<file path="src/rtl/grayscale_pipe_if.sv">
// FIFO-side bus of grayscale_pipe: read port toward the input FIFO, write port toward the output FIFO.
// master is the pipe, slave is the FIFO pair (or a testbench standing in for it).
interface grayscale_pipe_if #(
  parameter int IN_DATA_WIDTH  = 24,
  parameter int OUT_DATA_WIDTH = 8
) ();
  logic                      in_rd_en;
  logic                      in_empty;
  logic [IN_DATA_WIDTH-1:0]  in_dout;
  logic                      out_wr_en;
  logic                      out_full;
  logic [OUT_DATA_WIDTH-1:0] out_din;

  modport master (
    output in_rd_en, out_wr_en, out_din,
    input  in_empty, in_dout, out_full
  );

  modport slave (
    input  in_rd_en, out_wr_en, out_din,
    output in_empty, in_dout, out_full
  );
endinterface

</file>
<file path="src/rtl/grayscale_pipe.sv">
// Two-stage RGB-to-gray pipeline between a show-ahead input FIFO and an output FIFO.
// Define GRAYSCALE_PIPE_ROUND_EN for round-to-nearest average/weighted modes (default truncates).
module grayscale_pipe #(
  parameter int CH_WIDTH       = 8,
  parameter int IN_DATA_WIDTH  = 3 * CH_WIDTH,
  parameter int OUT_DATA_WIDTH = CH_WIDTH,
  parameter int CNT_WIDTH      = 32
) (
  input  logic                 clock,
  input  logic                 reset,
  input  logic [1:0]           mode,
  grayscale_pipe_if.master     pipe_bus,
  output logic [CNT_WIDTH-1:0] pix_count
);

  localparam int AW = CH_WIDTH + 2;
  localparam int WW = CH_WIDTH + 9;

`ifdef GRAYSCALE_PIPE_ROUND_EN
  localparam int AVG_BIAS = 1;
  localparam int W_BIAS   = 128;
`else
  localparam int AVG_BIAS = 0;
  localparam int W_BIAS   = 0;
`endif

  logic                      s1_valid;
  logic [IN_DATA_WIDTH-1:0]  s1_rgb;
  logic [1:0]                s1_mode;
  logic                      s2_valid;
  logic [OUT_DATA_WIDTH-1:0] s2_gray;

  logic                      s2_load;
  logic                      push;
  logic                      pop;

  logic [CH_WIDTH-1:0]       r_ch;
  logic [CH_WIDTH-1:0]       g_ch;
  logic [CH_WIDTH-1:0]       b_ch;
  logic [CH_WIDTH-1:0]       hi_rg;
  logic [CH_WIDTH-1:0]       lo_rg;
  logic [CH_WIDTH-1:0]       gray_c;
  logic [AW-1:0]             avg_sum;
  logic [WW-1:0]             w_sum;

  assign s2_load = s1_valid && (!s2_valid || !pipe_bus.out_full);
  assign push    = s2_valid && !pipe_bus.out_full;
  // S1 may refill in the same cycle it hands its pixel to S2
  assign pop     = !reset && !pipe_bus.in_empty && (!s1_valid || s2_load);

  assign pipe_bus.in_rd_en  = pop;
  assign pipe_bus.out_wr_en = push;
  assign pipe_bus.out_din   = s2_gray;

  assign r_ch = s1_rgb[3*CH_WIDTH-1:2*CH_WIDTH];
  assign g_ch = s1_rgb[2*CH_WIDTH-1:CH_WIDTH];
  assign b_ch = s1_rgb[CH_WIDTH-1:0];

  always_comb begin
    avg_sum = AW'(r_ch) + AW'(g_ch) + AW'(b_ch) + AW'(AVG_BIAS);
    w_sum   = WW'(r_ch) * WW'(77) + WW'(g_ch) * WW'(150) + WW'(b_ch) * WW'(29) + WW'(W_BIAS);
    hi_rg   = (r_ch > g_ch) ? r_ch : g_ch;
    lo_rg   = (r_ch < g_ch) ? r_ch : g_ch;
    gray_c  = '0;
    case (s1_mode)
      2'd0:    gray_c = CH_WIDTH'(avg_sum / AW'(3));
      2'd1:    gray_c = CH_WIDTH'(w_sum >> 8);
      2'd2:    gray_c = (hi_rg > b_ch) ? hi_rg : b_ch;
      default: gray_c = (lo_rg < b_ch) ? lo_rg : b_ch;
    endcase
  end

  always_ff @(posedge clock) begin
    if (reset) begin
      s1_valid  <= 1'b0;
      s1_rgb    <= '0;
      s1_mode   <= '0;
      s2_valid  <= 1'b0;
      s2_gray   <= '0;
      pix_count <= '0;
    end else begin
      if (pop) begin
        s1_rgb  <= pipe_bus.in_dout;
        s1_mode <= mode;
      end
      if (pop)
        s1_valid <= 1'b1;
      else if (s2_load)
        s1_valid <= 1'b0;

      if (s2_load) begin
        s2_gray  <= OUT_DATA_WIDTH'(gray_c);
        s2_valid <= 1'b1;
      end else if (push) begin
        s2_valid <= 1'b0;
      end

      if (push)
        pix_count <= pix_count + 1'b1;
    end
  end

endmodule

</file>
<file path="src/flat_wrapper.sv">
// flat-port wrapper written by rule: the top's interface ports become plain ports
module grayscale_pipe_flat 
#(
  parameter int CH_WIDTH       = 8,
  parameter int IN_DATA_WIDTH  = 3 * CH_WIDTH,
  parameter int OUT_DATA_WIDTH = CH_WIDTH,
  parameter int CNT_WIDTH      = 32
)
  (clock, reset, mode, pix_count, pipe_bus_in_rd_en, pipe_bus_out_wr_en, pipe_bus_out_din, pipe_bus_in_empty, pipe_bus_in_dout, pipe_bus_out_full);
  grayscale_pipe_if #(.IN_DATA_WIDTH(IN_DATA_WIDTH), .OUT_DATA_WIDTH(OUT_DATA_WIDTH)) pipe_bus_i ();
  input  logic clock;
  input  logic reset;
  input  logic [1:0] mode;
  output logic [CNT_WIDTH-1:0] pix_count;
  output wire logic [$bits(pipe_bus_i.in_rd_en)-1:0] pipe_bus_in_rd_en;
  output wire logic [$bits(pipe_bus_i.out_wr_en)-1:0] pipe_bus_out_wr_en;
  output wire logic [$bits(pipe_bus_i.out_din)-1:0] pipe_bus_out_din;
  input wire logic [$bits(pipe_bus_i.in_empty)-1:0] pipe_bus_in_empty;
  input wire logic [$bits(pipe_bus_i.in_dout)-1:0] pipe_bus_in_dout;
  input wire logic [$bits(pipe_bus_i.out_full)-1:0] pipe_bus_out_full;
  assign pipe_bus_in_rd_en = pipe_bus_i.in_rd_en;
  assign pipe_bus_out_wr_en = pipe_bus_i.out_wr_en;
  assign pipe_bus_out_din = pipe_bus_i.out_din;
  assign pipe_bus_i.in_empty = pipe_bus_in_empty;
  assign pipe_bus_i.in_dout = pipe_bus_in_dout;
  assign pipe_bus_i.out_full = pipe_bus_out_full;
  grayscale_pipe #(.CH_WIDTH(CH_WIDTH), .IN_DATA_WIDTH(IN_DATA_WIDTH), .OUT_DATA_WIDTH(OUT_DATA_WIDTH), .CNT_WIDTH(CNT_WIDTH)) u_core (.clock(clock), .reset(reset), .mode(mode), .pipe_bus(pipe_bus_i), .pix_count(pix_count));
endmodule
</file>
<file path="config.mk">
export PLATFORM = sky130hd
export DESIGN_NAME = grayscale_pipe_flat
export DESIGN_NICKNAME = d
export VERILOG_FILES = /design/src/rtl/grayscale_pipe_if.sv /design/src/rtl/grayscale_pipe.sv /design/src/flat_wrapper.sv
export SDC_FILE = /design/constraint.sdc
export NUM_CORES = 1
export LEC_CHECK = 0
export CAP_MARGIN = 20
export CORE_MARGIN = 4
export CORE_UTILIZATION = 50
export DETAILED_ROUTE_END_ITERATION = 8
export GPL_ROUTABILITY_DRIVEN = 0
export PLACE_DENSITY_LB_ADDON = 0.1
export SLEW_MARGIN = 20
export SYNTH_ARGS = -nofsm -noshare
export SYNTH_HDL_FRONTEND = slang
export SYNTH_SLANG_ARGS = --single-unit
export TNS_END_PERCENT = 20
</file>
<file path="constraint.sdc">
create_clock -name clock -period 5.9 [get_ports clock]
set_clock_uncertainty 0.2 [all_clocks]
set_input_delay 0.885 -clock clock [delete_from_list [all_inputs] [get_ports clock]]
set_output_delay 0.885 -clock clock [all_outputs]
set_load 0.05 [all_outputs]
</file>
* Yosys cells after proc, flatten, opt, wreduce, memory -nomap -nowiden
Cells that the tools add are included.
** Storage, ports and cells
- Flip-flop bits (word level) :: 68
- Bits of input ports :: 30
** Operators by class
- Add/sub/neg operators :: 5
- $mul :: 3
- Div/mod/pow operators :: 1
- $lt $le $gt $ge :: 4
- Equality and inequality tests :: 2
- Muxes and demuxes :: 9
- Reductions and logical operators :: 14
** Operators by type and width (count)
- $add A32 B1 Y32 const B :: 1
- $mux W8 :: 4
- $mul A8 B7 Y15 const B :: 2
- $pmux W8 S3 :: 1
- $add A15 B16 Y16 :: 1
- $add A16 B13 Y16 :: 1
- $gt A8 B8 Y1 :: 2
- $lt A8 B8 Y1 :: 2
- $mul A8 B5 Y13 const B :: 1
- $add A10 B8 Y10 :: 1
- $div A10 B2 Y10 const B :: 1
- $add A8 B8 Y9 :: 1
- $logic_not A1 Y1 :: 5
- $logic_and A1 B1 Y1 :: 4
- $mux W1 :: 4
- $reduce_bool A2 Y1 :: 2
- $eq A2 B1 Y1 const B :: 1
- $eq A2 B2 Y1 const B :: 1
- $logic_not A2 Y1 :: 1
- $logic_or A1 B1 Y1 :: 2

* Longest topological paths before layout
Gate-level depths: netlist of run 1.
- Depth after elaboration :: 6
- Gate-level depth with buffers :: 31
- Gate-level depth less buffers :: 29

* Least setup slack after synthesis of run 1
Ideal clock, no wire load.
- Kind :: register to register
- Start point :: reg u_core.s1_rgb[12]
- End point :: reg u_core.s2_gray[7], in the netlist u_core.pipe_bus.out_din[7]
- Setup time :: 0.132 ns
- Data arrival time :: 5.990 ns
- Slack :: -0.422 ns
- Cell stages (with the launch flop) :: 24
- Clock period less this slack :: 6.322 ns
- Cells stage by stage :: dfxtp_1 > ha_1 > ha_1 > inv_1 > fa_1 > fa_1 > inv_1 > ha_1 > xnor2_1 > fa_1 > inv_1 > fa_1 > fa_1 > inv_1 > fa_1 > ha_1 > o21ai_0 > o21bai_1 > a211oi_1 > o31ai_1 > xor3_1 > nand2_1 > and4_1 > nor3_1
** On the way
- Longest elaborated chain between the ends :: 5
** RTL lines
- start: declaration :: line grayscale_pipe.sv:28 : logic [IN_DATA_WIDTH-1:0] s1_rgb;
- start signal: assignment :: line grayscale_pipe.sv:83 : s1_rgb <= pipe_bus.in_dout;
- parallel branches: the longest is 4 deep, another holds $add A10 B8 Y10
- $pmux W8 S3 * :: line grayscale_pipe.sv:65 : case (s1_mode)
- end signal: assignment :: line grayscale_pipe.sv:92 : s2_gray <= OUT_DATA_WIDTH'(gray_c);
- end: declaration :: line grayscale_pipe.sv:31 : logic [OUT_DATA_WIDTH-1:0] s2_gray;
Mark *: on every way between the ends.
A chain may end at the register's enable or synchronous reset.

* Final worst setup path of run 1
- Start point :: reg u_core.s1_rgb[12]
- End point :: reg u_core.s2_gray[4], in the netlist u_core.pipe_bus.out_din[4]
The elaborated chain is that of the path after synthesis.

==> insert_results.sql, run 1 <==
INSERT INTO impl_metrics (metric_group, metric, value, unit) VALUES
('logic_synthesis', 'syn_area_per_cell', '8.30', 'µm²'),
('logic_synthesis', 'synth-compound-area-share', '0.176', ''),
('final_layout', 'fillerInstances', '1429', ''),
('worst_setup_path', 'critPathRequiredTime', '5.95', 'ns'),
('placed_design', 'dpl.cell_count', '1300', ''),
('detailed_routing', 'antenna_violating_nets_post_route', '0', ''),
('run', 'drv_cap', '0', ''),
('final_layout', 'regArea', '0.00137', 'mm²'),
('timing', 'slew_viol_final', '0', ''),
('timing', 'post-route-worst-setup-slack', '-0.220', 'ns'),
('pwr', 'power.internal', '1.69', 'mW'),
('final_layout', 'num-nets-final', '1313', ''),
('logic_synthesis', 'post_synth_and_or_nand_nor_area_fraction', '0.173', ''),
('final_layout', 'syn_to_final_growth', '23.7', '%'),
('worst_hold_path', 'min-delay-path-class', 'register to register', ''),
('worst_setup_path', 'timing.critical_path.slowest_stage_cell', 'fa_1', ''),
('detailed_routing', 'post_drt_wl_per_cell', '16.4', 'µm'),
('timing', 'timing.max_slew.rel_slack', '0.460', ''),
('pwr', 'power_frac_clock', '0.212', ''),
('final_layout', 'final-instance-count-excl-fill', '1321', ''),
('logic_synthesis', 'synth.mux.area_fraction', '0.0157', ''),
('floorplan', 'die_h', '136', 'µm'),
('logic_synthesis', 'most_frequent_cells_after_synthesis', '132 x inv_1, 126 x ha_1, 106 x nand2_1', ''),
('timing', 'finalHoldWorstSlack', '0.300', 'ns'),
('floorplan', 'horizontal_die_dimension', '136', 'µm'),
('pwr', 'p_seq_frac', '0.175', ''),
('worst_setup_path', 'criticalPathCategory', 'register to register', ''),
('global_route', 'grt_max_degree', '69', ''),
('pwr', 'net-switching-power', '1.17', 'mW'),
('pwr', 'power.share.combinational', '0.612', ''),
('worst_setup_path', 'crit_fanout', '4', ''),
('worst_setup_path', 'cp_data_arrival_time', '6.17', 'ns'),
('global_route', 'global_route.usage.total', '0.241', ''),
('clocking', 'cts-root-to-sink-buffers', '2', ''),
('logic_synthesis', 'syn_nets', '1201', ''),
('logic_synthesis', 'synth.ff_latch_count', '68', ''),
('final_layout', 'n_antenna_cell', '0', ''),
('clocking', 'tritoncts.num_buffers', '9', ''),
('outcome', 'violations', 'negative setup slack', ''),
('timing', 'rsz_0062_raised_after_global_routing', 'true', ''),
('timing', 'timing.final.setup_violations', '5', ''),
('logic_synthesis', 'post_synth_xor_area_fraction', '0.0627', ''),
('detailed_routing', 'pre_repair_dr_iteration_count', '5', ''),
('logic_synthesis', 'synthesis.instances', '988', ''),
('logic_synthesis', 'cell_area_synth', '0.00820', 'mm²'),
('clocking', 'path_clk_slew', '0.06', 'ns'),
('timing', 'final_min_period_over_clock_period', '1.04', ''),
('outcome', 'outcome', 'finished, violations left', ''),
('global_route', 'grt_first_pass_wirelength', '35.5', 'mm'),
('floorplan', 'core', '0.0160', 'mm²'),
('logic_synthesis', 'synth.top_cell.area_share', '0.192', ''),
('clocking', 'clock_tree.root_cell', 'clkbuf_16', ''),
('floorplan', 'io_pins', '72', ''),
('placed_design', 'numPortBuffers', '71', ''),
('timing', 'worst_pin_slew', '0.805', 'ns'),
('logic_synthesis', 'yosys.cell_count.top_type', 'inv_1', ''),
('detailed_routing', 'detail_route.vias_per_cell', '5.51', ''),
('clocking', 'cts_max_level', '3', ''),
('global_route', 'grt_antenna_before_repair', '0', ''),
('detailed_routing', 'dr_total_vias', '7281', ''),
('logic_synthesis', 'synthDistinctLibCells', '77', ''),
('timing', 'final-hold-violation-count', '0', ''),
('logic_synthesis', 'synth_top_family_by_area', 'adder cells', ''),
('global_route', 'grt_remaining_overflow', '0', ''),
('logic_synthesis', 'synth-warning-count', '0', ''),
('final_layout', 'finalCoreUtilization', '0.634', ''),
('floorplan', 'placementRows', '46', ''),
('final_layout', 'multi_input_comb_area', '0.00652', 'mm²'),
('worst_setup_path', 'worst_path_largest_cell_delay', '0.51', 'ns'),
('worst_setup_path', 'setup.worst_path.end_class', 'register', ''),
('floorplan', 'die_area', '0.0185', 'mm²');
## routing by layer
layer	routed length, µm	global-route usage
met1	9970	0.327
met2	10300	0.401
met3	1010	0.0385
met4	351	0.0599
met5	0	0
## cell usage in the layout, fill, tap and decap left out, drive strengths merged, types with 4 or more instances in the layout
master and count:
a2111oi 4, a211o 4, a211oi 10, a21o 12, a21oi 71, a221o 4
a31oi 8, and2 5, and3 18, buf 58, clkbuf 11, clkdlybuf4s50 70
dfxtp 68, fa 57, ha 126, inv 134, mux2 7, mux2i 5
nand2 107, nand2b 9, nand3 23, nand4 12, nor2 74, nor2b 8
nor3 13, o211ai 9, o21a 12, o21ai 37, o21bai 4, or2 6
or3 9, xnor2 26, xor2 30
## metrics by stage
step / total power, mW / setup slack [ns] / instance area (µm²) / TNS, ns
after global routing: 3.11 / -0.449 / 10100 / -2.58
after detailed placement: 2.05 / -0.483 / 9570 / -2.33
final: 2.86 / -0.220 / 10100 / -0.827
after CTS: 2.76 / -0.265 / 10000 / -1.21
after global placement: 2.03 / -0.306 / 9570 / -1.28
after floorplan: 1.60 / -0.201 / 8310 / -0.201
## cell type report
type | instances | area share
repair buffers | 128 | 0.113
well taps | 216 | 0.0266
clock buffers | 11 | 0.0250
clock inverters | 5 | 0.00802
flip-flops and latches | 68 | 0.135
inverters | 133 | 0.0492
multi-input cells | 760 | 0.643
## worst min-delay path, cell delays in order (launching register included)
cell     delay [ns]
dfxtp_1        0.32
o21ai_0        0.07
a21oi_1        0.06
## power by group through the flow
stage | sequential [mW] | clock (mW) | combinational, mW
6_report | 0.502 | 0.607 | 1.75
5_1_grt | 0.504 | 0.639 | 1.96
4_1_cts | 0.501 | 0.622 | 1.64
3_5_place_dp | 0.511 | 0 | 1.54
3_3_place_gp | 0.510 | 0 | 1.52
2_1_floorplan | 0.531 | 0 | 1.07
## what timing repair did
| item | 4_1_cts | 5_1_grt |
|---|---|---|
| pin swaps | 27 | 15 |
| endpoints found under the setup margin | 8 | 8 |
| buffers inserted | 3 | 2 |
| gates cloned | 0 | 0 |
| gates resized for setup | 17 | 22 |
## cell families (layout without fill, tap and decap cells)
kind of cell / count (synthesis) / count (layout)
flops: 68 / 68
simple gates: 297 / 297
mux: 12 / 12
compound gates: 211 / 211
fa+ha+maj: 183 / 183
buf+inv: 160 / 277
xor+xnor: 57 / 57
## final timing paths
check	from	endpoint	slack, ns	cells after the start
max	u_core.s1_rgb[12]	u_core.pipe_bus.out_din[4]	-0.22	28
min reg2reg	u_core.pix_count[28]	u_core.pix_count[28]	0.30	2
max reg2reg	u_core.s1_rgb[12]	u_core.pipe_bus.out_din[4]	-0.22	28
min	u_core.pix_count[28]	u_core.pix_count[28]	0.30	2
## flip-flops by register name (all words and copies together), names as in the netlist
register / flops
u_core.pipe_bus.out_din: 8
u_core.s1_rgb: 24
u_core.s1_mode: 2
u_core.s1_valid: 1
u_core.s2_valid: 1
u_core.pix_count: 32
Power figures use the tool's default switching activity.
==> run 2, diff against run 1 <==
--- a/config.mk
+++ b/config.mk
@@ -5,13 +5,12 @@
 export SDC_FILE = /design/constraint.sdc
 export NUM_CORES = 1
 export LEC_CHECK = 0
-export CAP_MARGIN = 20
 export CORE_MARGIN = 4
 export CORE_UTILIZATION = 50
 export DETAILED_ROUTE_END_ITERATION = 8
 export GPL_ROUTABILITY_DRIVEN = 0
 export PLACE_DENSITY_LB_ADDON = 0.1
-export SLEW_MARGIN = 20
+export SLEW_MARGIN = 10
 export SYNTH_ARGS = -nofsm -noshare
 export SYNTH_HDL_FRONTEND = slang
 export SYNTH_SLANG_ARGS = --single-unit
==> results of run 2 <==
Final layout, timing and power as in run 1 (identical DEF).
==> run 3, diff against run 2 <==
--- a/config.mk
+++ b/config.mk
@@ -5,6 +5,7 @@
 export SDC_FILE = /design/constraint.sdc
 export NUM_CORES = 1
 export LEC_CHECK = 0
+export ABC_AREA = 1
 export CORE_MARGIN = 4
 export CORE_UTILIZATION = 50
 export DETAILED_ROUTE_END_ITERATION = 8
==> run 3 against run 2 <==
Against the previous run:
- first-iteration DRC count down 5.5%
- total power up 32%
- sequential share of layout area up 0.18 points
- hold slack worse by 0.022 ns
- critical endpoint is now u_core.pipe_bus.out_din[7]
- sequential power up 1%
- combinational power up 54%
- non-clock buffer count up 22
- core utilization up 1.7 points
- clock-buffer cell count down 2
- global-route usage up 0.44 points
- the run still ends with negative setup slack left
==> insert_results.sql, run 3 <==
INSERT INTO impl_metrics (metric_group, metric, value, unit) VALUES
('detailed_routing', 'drt_iter0_drc', '431', ''),
('clocking', 'clock_tree.root_cell', 'clkbuf_16', ''),
('run', 'drv_cap', '0', ''),
('detailed_routing', 'antenna_violating_nets_post_route', '0', ''),
('global_route', 'grt_antenna_before_repair', '1', ''),
('logic_synthesis', 'synthDistinctLibCells', '53', ''),
('logic_synthesis', 'synth.top_cell.area_share', '0.198', ''),
('detailed_routing', 'dr_total_vias', '7109', ''),
('timing', 'post-route-worst-setup-slack', '-0.370', 'ns'),
('worst_setup_path', 'cp_data_arrival_time', '6.31', 'ns'),
('final_layout', 'final_common_cell', 'inv_1', ''),
('global_route', 'met3_usage', '0.0443', ''),
('floorplan', 'core', '0.0154', 'mm²'),
('timing', 'post-route-min-period', '6.27', 'ns'),
('clocking', 'cts-hold-fix-buffers', '0', ''),
('timing', 'final-hold-violation-count', '0', ''),
('global_route', 'via_count_of_the_first_global_routing_pass', '7076', ''),
('logic_synthesis', 'most_frequent_cells_after_synthesis', '207 x inv_1, 154 x nand2_1, 126 x ha_1', ''),
('timing', 'final_min_period_over_clock_period', '1.06', ''),
('logic_synthesis', 'synth-seq-area-share', '0.171', ''),
('placed_design', 'dp_hpwl', '17.1', 'mm'),
('worst_hold_path', 'min-delay-path-class', 'register to register', ''),
('final_layout', 'fillerInstances', '1360', ''),
('clocking', 'path_clk_slew', '0.06', 'ns'),
('logic_synthesis', 'syn_nets', '1255', ''),
('worst_setup_path', 'setup.worst_path.end_class', 'register', ''),
('final_layout', 'layout.cells.most_common_list', '203 x inv_1, 143 x nand2_1, 114 x ha_1', ''),
('logic_synthesis', 'synthesis.instances', '1042', ''),
('timing', 'timing.final.setup_violations', '7', ''),
('clocking', 'cts-root-to-sink-buffers', '2', ''),
('final_layout', 'largest_reg_flops', '32', ''),
('logic_synthesis', 'syn_area_per_cell', '7.65', 'µm²'),
('final_layout', 'syn_to_final_growth', '26.0', '%'),
('timing', 'setup_total_negative_slack', '-2.03', 'ns'),
('floorplan', 'horizontal_die_dimension', '134', 'µm'),
('timing', 'max_freq', '159', 'MHz'),
('logic_synthesis', 'synth.ff_latch_count', '68', ''),
('placed_design', 'numPortBuffers', '71', ''),
('worst_setup_path', 'timing.critical_path.slowest_stage_cell', 'fa_1', ''),
('detailed_routing', 'pre_repair_dr_iteration_count', '6', ''),
('detailed_routing', 'drt_wl_total', '21.3', 'mm'),
('final_layout', 'top_register', 'u_core.pix_count', ''),
('floorplan', 'placementRows', '45', ''),
('clocking', 'cts_tree', 'done', ''),
('timing', 'finalHoldWorstSlack', '0.278', 'ns'),
('worst_setup_path', 'crit_fanout', '3', ''),
('logic_synthesis', 'yosys.cell_count.top_type', 'inv_1', ''),
('worst_setup_path', 'crit_start', 'u_core.s1_rgb[14]', ''),
('logic_synthesis', 'ys_top_cells_by_area', 'ha_1 20%, dfxtp_1 17%, fa_1 14%', ''),
('worst_setup_path', 'worst_r2r_startpoint', 'u_core.s1_rgb[14]', ''),
('pwr', 'p_leak', '4.97', 'nW'),
('global_route', 'grt_util_met2', '0.405', ''),
('final_layout', 'n_antenna_cell', '0', ''),
('logic_synthesis', 'count_of_flip_flops_with_a_built_in_enable_after_synthesis', '0', ''),
('final_layout', 'share_of_post_route_cells_with_drive_strength_above_1', '0.189', ''),
('timing', 'worst_pin_slew', '1.17', 'ns'),
('floorplan', 'io_pins', '72', ''),
('timing', 'slew_viol_final', '0', ''),
('worst_setup_path', 'criticalPathCategory', 'register to register', ''),
('floorplan', 'floorplan.initialDensity', '0.516', ''),
('detailed_routing', 'post_drt_wl_per_cell', '15.1', 'µm'),
('worst_setup_path', 'critical-path-top-cell-by-count', 'fa_1', ''),
('clocking', 'tritoncts.num_buffers', '9', ''),
('logic_synthesis', 'cell_area_synth', '0.00797', 'mm²'),
('worst_setup_path', 'critPathRequiredTime', '5.94', 'ns'),
('pwr', 'ir_drop_worst_case_vdd', '301', 'µV'),
('clocking', 'cts_max_level', '3', ''),
('logic_synthesis', 'netlist.top_cell.by_area', 'ha_1', ''),
('timing', 'timing.max_slew.rel_slack', '0.212', ''),
('outcome', 'outcome', 'finished, violations left', ''),
('worst_setup_path', 'worstSetupStartpointType', 'register', ''),
('outcome', 'violations', 'negative setup slack', ''),
('global_route', 'grt_max_degree', '46', ''),
('final_layout', 'num-nets-final', '1401', ''),
('detailed_routing', 'drc', '0', ''),
('pwr', 'power.density', '375', 'mW/mm²'),
('floorplan', 'die_h', '134', 'µm'),
('logic_synthesis', 'synth-warning-count', '0', ''),
('global_route', 'global_route.usage.total', '0.245', ''),
('clocking', 'clk_latency', '0.35', 'ns'),
('logic_synthesis', 'ys_async_sr_fraction', '0', ''),
('detailed_routing', 'detail_route.vias_per_cell', '5.06', ''),
('global_route', 'grt_remaining_overflow', '0', ''),
('timing', 'rsz_0062_raised_after_global_routing', 'true', ''),
('logic_synthesis', 'prevailing_post_synth_register_cell', 'dfxtp_1', ''),
('floorplan', 'die_area', '0.0180', 'mm²'),
('worst_hold_path', 'hold_path.startpoint', 'u_core.pix_count[25]', ''),
('final_layout', 'finalCoreUtilization', '0.651', ''),
('worst_setup_path', 'worst_path_largest_cell_delay', '0.52', 'ns'),
('global_route', 'grt_first_pass_wirelength', '35.3', 'mm'),
('global_route', 'grt.met1_usage', '0.329', ''),
('global_route', 'grt.busiest_layer', 'met2', ''),
('clocking', 'cts.sinks', '68', '');
## run 3: changes by cell type after synthesis, moves of 12 or more
cell | previous run | this run
inv_1 | 132 | 207
and3_1 | 17 | 1
a21o_1 | 12 | 0
a211oi_1 | 8 | 20
o21ai_0 | 35 | 57
xnor2_1 | 26 | 6
nand2_1 | 106 | 154
nand2_2 | 1 | 18
inv_2 | 1 | 16
xor2_1 | 30 | 16
## run 3: final cells by class
class	instances	area, µm²	share of cell area
Tap cell	211	264	0.0263
Inverter	225	845	0.0841
Sequential cell	68	1380	0.137
Timing Repair Buffer	150	1300	0.130
Clock inverter	7	82.6	0.00822
Clock buffer	9	225	0.0224
Multi-Input combinational cell	734	5950	0.592
## run 3: path summary, 6_finish.rpt
check	to	slack, ns	cells after the start
setup / recovery	u_core.pipe_bus.out_din[7]	-0.37	29
setup reg to reg	u_core.pipe_bus.out_din[7]	-0.37	29
hold / removal	u_core.pix_count[25]	0.28	2
hold reg to reg	u_core.pix_count[25]	0.28	2
## run 3: logic make-up (layout without fill, tap and decap cells)
| family | count (synthesis) | count (layout) | share of synthesized area |
|---|---|---|---|
| compound gates | 196 | 196 | 0.147 |
| xor+xnor | 23 | 23 | 0.0262 |
| fa+ha+maj | 183 | 183 | 0.341 |
| buf+inv | 240 | 391 | 0.114 |
| flops | 68 | 68 | 0.171 |
| simple gates | 332 | 332 | 0.201 |
## run 3: stage by stage
| step | total power [mW] | instance area (µm²) | setup slack [ns] | instances |
|---|---|---|---|---|
| 6_report | 3.77 | 10000 | -0.370 | 1404 |
| 5_1_grt | 4.13 | 10000 | -0.743 | 1404 |
| 4_1_cts | 3.68 | 10000 | -0.397 | 1404 |
| 3_5_place_dp | 2.78 | 9490 | -0.621 | 1374 |
| 3_3_place_gp | 2.73 | 9490 | -0.505 | 1374 |
| 2_1_floorplan | 2.00 | 8090 | -0.210 | 1042 |
## run 3: critical path: cells and delay by family (launching register included)
| family | cells | cell delay (ns) |
|---|---|---|
| simple gates | 7 | 0.51 |
| fa+ha+maj | 10 | 3.82 |
| xor+xnor | 3 | 0.50 |
| compound gates | 4 | 0.52 |
| flops | 1 | 0.35 |
| buf+inv | 5 | 0.28 |
## run 3: timing repair
item	CTS	global route
gates resized for setup	21	10
endpoints found under the setup margin	6	8
pin swaps	38	16
buffers inserted	14	0
## run 3: power by group
part	internal (mW)	switching, mW
Combinational	1.25	1.44
Clock	0.334	0.236
Sequential	0.480	0.0274
## run 3: routing by layer
metal,vias to the layer above,wire length [µm]
met5,-,0
met4,0,473
met3,36,1040
met2,151,10000
met1,3275,9710
li1,3647,-
